[src/rtl/rr_mux_arbiter.sv]
// Round-robin arbiter for four requesters sharing one 4:1 selector.
// The granted input is registered onto Mout, and a hold counter bounds how long one grant can last.
module rr_mux_arbiter #(
  parameter int WIDTH    = 4,
  parameter int MAX_HOLD = 8
) (
  input  logic             clk,
  input  logic             rst_n,
  input  logic [3:0]       req,
  input  logic [WIDTH-1:0] in1,
  input  logic [WIDTH-1:0] in2,
  input  logic [WIDTH-1:0] in3,
  input  logic [WIDTH-1:0] in4,
  output logic [1:0]       addr,
  output logic [3:0]       gnt,
  output logic [WIDTH-1:0] Mout,
  output logic             valid
);

  localparam int HW = (MAX_HOLD > 1) ? $clog2(MAX_HOLD) : 1;
  localparam logic [HW-1:0] HOLD_MAX = HW'(MAX_HOLD - 1);

  typedef enum logic {IDLE, GRANT} state_t;

  state_t               r_state, w_state;
  logic [1:0]           r_last, w_last;
  logic [HW-1:0]        r_hold, w_hold;
  logic [3:0]           r_gnt, w_gnt;
  logic [1:0]           r_addr, w_addr;
  logic [WIDTH-1:0]     r_mout, w_mout;
  logic                 r_valid, w_valid;

  logic [3:0][WIDTH-1:0] w_in;
  logic [3:0]            w_others;
  logic                  w_release;
  logic [2:0]            w_pick_idle, w_pick_rel;

  // Returns {found, index} of the first set bit scanning cyclically from start.
  function automatic logic [2:0] f_pick(input logic [3:0] rq, input logic [1:0] start);
    logic [2:0] res;
    logic [1:0] idx;
    res = '0;
    for (int k = 3; k >= 0; k--) begin
      idx = start + 2'(k);
      if (rq[idx]) res = {1'b1, idx};
    end
    return res;
  endfunction

  assign w_in        = {in4, in3, in2, in1};
  assign w_others    = req & ~r_gnt;
  assign w_release   = !req[r_addr] || ((r_hold == HOLD_MAX) && (|w_others));
  assign w_pick_idle = f_pick(req, r_last + 2'd1);
  assign w_pick_rel  = f_pick(w_others, r_addr + 2'd1);

  always_comb begin
    w_state = r_state;
    w_last  = r_last;
    w_hold  = r_hold;
    w_gnt   = r_gnt;
    w_addr  = r_addr;
    w_mout  = r_mout;
    w_valid = 1'b0;
    case (r_state)
      IDLE: begin
        w_gnt = '0;
        if (|req) begin
          w_gnt   = 4'b0001 << w_pick_idle[1:0];
          w_addr  = w_pick_idle[1:0];
          w_hold  = '0;
          w_state = GRANT;
        end
      end
      GRANT: begin
        // The owning requester's cycle is always captured, even on its release edge.
        w_mout  = w_in[r_addr];
        w_valid = 1'b1;
        if (w_release) begin
          w_last = r_addr;
          if (w_pick_rel[2]) begin
            w_gnt  = 4'b0001 << w_pick_rel[1:0];
            w_addr = w_pick_rel[1:0];
            w_hold = '0;
          end else begin
            w_gnt   = '0;
            w_state = IDLE;
          end
        end else if (r_hold != HOLD_MAX) begin
          w_hold = r_hold + 1'b1;
        end
      end
      default: w_state = IDLE;
    endcase
  end

  always_ff @(posedge clk) begin
    if (!rst_n) begin
      r_state <= IDLE;
      r_last  <= 2'd3;
      r_hold  <= '0;
      r_gnt   <= '0;
      r_addr  <= '0;
      r_mout  <= '0;
      r_valid <= 1'b0;
    end else begin
      r_state <= w_state;
      r_last  <= w_last;
      r_hold  <= w_hold;
      r_gnt   <= w_gnt;
      r_addr  <= w_addr;
      r_mout  <= w_mout;
      r_valid <= w_valid;
    end
  end

  assign addr  = r_addr;
  assign gnt   = r_gnt;
  assign Mout  = r_mout;
  assign valid = r_valid;

endmodule
[config.mk]
export PLATFORM = sky130hd
export DESIGN_NAME = rr_mux_arbiter
export DESIGN_NICKNAME = d
export VERILOG_FILES = /design/src/rtl/rr_mux_arbiter.sv
export SDC_FILE = /design/constraint.sdc
export NUM_CORES = 1
export LEC_CHECK = 0
export ABC_CLOCK_PERIOD_IN_PS = 2900
export CAP_MARGIN = 15
export CELL_PAD_IN_SITES_DETAIL_PLACEMENT = 1
export CELL_PAD_IN_SITES_GLOBAL_PLACEMENT = 1
export CORE_MARGIN = 1
export CORE_UTILIZATION = 38
export CTS_BUF_LIST = sky130_fd_sc_hd__clkbuf_4 sky130_fd_sc_hd__clkbuf_8
export CTS_CLUSTER_DIAMETER = 40
export DETAILED_ROUTE_END_ITERATION = 12
export MAX_ROUTING_LAYER = met4
export PLACE_DENSITY_LB_ADDON = 0.1
export SYNTH_ARGS = -nofsm -noshare
export SYNTH_HDL_FRONTEND = slang
export SYNTH_SLANG_ARGS = --single-unit
[constraint.sdc]
create_clock -name clk -period 2.9 [get_ports clk]
set_clock_uncertainty 0.15 [all_clocks]
set_input_delay 0.87 -clock clk [delete_from_list [all_inputs] [get_ports clk]]
set_output_delay 0.87 -clock clk [all_outputs]
set_load 0.1 [all_outputs]
==> results of run 1 <==
[cell type report]
cell class,instances,area [sq um],share of cell area (%)
inverter,4,15.0,0.962
multi-input combinational,87,699,44.8
clock inverter,1,7.51,0.481
tap,30,37.5,2.41
timing repair buffer,48,438,28.1
clock buffer,3,22.5,1.44
sequential,17,340,21.8
[through the flow]
stage	utilization, %	setup WS (ps)	instance area (sq um)
global placement	59.6	-69.0	1530
floorplan	-	376	1070
detailed placement	59.6	-157	1530
CTS	60.8	182	1560
finish	60.8	168	1560
global route	60.8	56.7	1560
[worst max-delay path, cell delays in order]
cell and delay [ps]:
clkdlybuf4s50_1 570, nand2b_1 210, a2111oi_0 480, a221oi_1 100
buf_4 170, o221ai_1 240, o211a_1 200
[routing by layer]
metal	track usage, %	part of all wire [%]
met2	42.4	51
met4	10.8	1.5
met5	-	0
met1	29.4	43
met3	6.28	4.3
[Yosys cell counts (all sizes together) (3+ instances only)]
library cell	count
dfxtp	17
nor2	15
mux2i	8
nand2b	7
mux4	5
nand2	4
a21oi	3
buf	3
inv	3
nand4	3
nor2b	3
o21a	3
o21ai	3
[how the worst max path moves through the flow]
stage / from / endpoint / slack [ps] / depth (start not counted)
floorplan: addr[1] / r_hold[0] / 380 / 6
detailed placement: req[3] / gnt[3] / -160 / 7
CTS: req[2] / r_hold[0] / 180 / 7
global route: req[3] / gnt[3] / 60 / 7
global placement: req[2] / r_hold[0] / -70 / 7
finish: req[3] / gnt[3] / 170 / 7
[registers in the layout (all words and copies together), names as in the netlist]
signal and flops:
r_state 1, Mout 4, gnt 4, r_hold 3, valid 1, r_last 2
addr 2
[power by group through the flow]
stage / sequential [mW] / combinational (mW) / clock [mW]
finish: 0.283 / 0.492 / 0.141
global route: 0.287 / 0.518 / 0.153
CTS: 0.283 / 0.492 / 0.144
detailed placement: 0.289 / 0.490 / 0
global placement: 0.286 / 0.474 / 0
floorplan: 0.437 / 0.175 / 0
[logic make-up after synthesis]
group	Yosys count	share of synthesized area, %
AND/OR/NAND/NOR	40	21.1
AO/OA/AOI/OAI	31	22.7
flip-flops	17	31.7
multiplexers	14	19.0
buffers and inverters	9	3.26
adder cells (fa/ha/maj)	2	2.33
==> results.sh, run 1 <==
export IMPL_status="finished clean"
export IMPL_timing_final_crit_share_pct=94.2
export IMPL_dp_hpwl_microns=2750
export IMPL_worst_path_max_fanout=8
export IMPL_area_growth_pct=45.2
export IMPL_nets=185
export IMPL_drive_above_1_share_pct=26.3
export IMPL_die_h_microns=55.2
export IMPL_synthCells=113
export IMPL_hold_buffers=0
export IMPL_final_cell_mix="25 x buf_4, 21 x clkdlybuf4s50_1, 17 x dfxtp_1"
export IMPL_num_antenna_cells=0
export IMPL_die_x_microns=55.2
export IMPL_cp_required_ps=3010
export IMPL_p_int_mw=0.500
export IMPL_cts_buffers=3
export IMPL_switching_power_mw=0.416
export IMPL_cts_setup_buffers=0
export IMPL_htree_levels=1
export IMPL_cts_tree="done"
export IMPL_max_freq_ghz=0.366
export IMPL_root_buffer="clkbuf_4"
export IMPL_layout_commonest_cell="buf_4"
export IMPL_cp_start_kind="primary input"
export IMPL_ir_drop_v=0.000373
export IMPL_grt_start_max_net_pins=16
export IMPL_seq_power_share_pct=30.9
export IMPL_ys_ff_latch=17
export IMPL_clk_pin_slew_ps=110
export IMPL_cp_arrival_ps=2850
export IMPL_synth_yosys_seq_area_share_pct=31.7
export IMPL_async_flop_share_pct=0
export IMPL_synth_edf_count=0
export IMPL_reg2reg_from="r_hold[0]"
export IMPL_tightest_slew_ps=476
export IMPL_avgSynthCellArea_sq_um=9.51
export IMPL_cts_sinks=17
export IMPL_yosysTopAreaCell="dfxtp_1"
export IMPL_row_count=18
export IMPL_dr_pass1_iters=4
export IMPL_powerDensity_nw_per_um2=587
export IMPL_antenna_found_initial=0
export IMPL_synth_top_area_share_pct=31.7
export IMPL_min_path_type="register to register"
export IMPL_wire_per_inst_microns=18.1
export IMPL_yosysWarnings=0
export IMPL_fin_tns_setup_ps=0
export IMPL_cts_max_path_buffers=2
export IMPL_hold_viol=0
export IMPL_combPwrFrac_pct=53.7
export IMPL_initial_core_util_pct=41.9
export IMPL_ys_types=44
export IMPL_portBuffers=32
export IMPL_rsz0062_at_grt="no"
export IMPL_drtIter0Drc=23
export IMPL_die_area_sq_um=3040
export IMPL_place_inst=186
export IMPL_synth_top_flop_cell="dfxtp_1"
export IMPL_clockPowerShare_pct=15.4
export IMPL_worstSetupPathType="primary input to register"
export IMPL_synth_area_sq_um=1070
export IMPL_clk_latency_ps=310
export IMPL_ios=33
export IMPL_holdWs_ps=364
export IMPL_viasPerCell=5.79
export IMPL_r2r_cells=8
export IMPL_ant_nets=0
export IMPL_drc=0
export IMPL_end_kind="register"
export IMPL_slew_violations=0
export IMPL_syn_nets=137
export IMPL_synth_area_leaders="dfxtp_1 32%, mux4_2 10%, mux2i_1 7.5%"
export IMPL_timing_rr_end="r_hold[0]"
export IMPL_power_mw=0.916
export IMPL_period_needed_ps=2730
export IMPL_finalSetupViolCount=0
export IMPL_relSlewSlack_pct=68.0
export IMPL_power_leakage_nw=0.652
export IMPL_grtUsageTotal_pct=25.6
export IMPL_hold_path_cell_count=1
export IMPL_gr_total_overflow=0
export IMPL_cts_resized=0
export IMPL_nFillCells=311
export IMPL_whs_endpoint="r_hold[1]"
export IMPL_drt_wl_total_microns=3440
export IMPL_instances_no_fill=190
export IMPL_max_cap_violations=0
export IMPL_vias=1101
export IMPL_reg2reg_slack_ps=840
export IMPL_grt_pass1_wl_microns=5090
export IMPL_grt_pass1_vias=1066
export IMPL_gp_congestion=0.850
export IMPL_p_sw_share_pct=45.4
export IMPL_design_core_area_sq_um=2570
export IMPL_hold_path_startpoint="r_hold[1]"
(Power assumes the default switching activity.)
==> run 2: changes to the inputs <==
- ABC_AREA: default -> 0
- CTS_CLUSTER_DIAMETER: 40 -> default
==> results of run 2 <==
No change in the layout: final DEF, timing and power equal those of run 1.
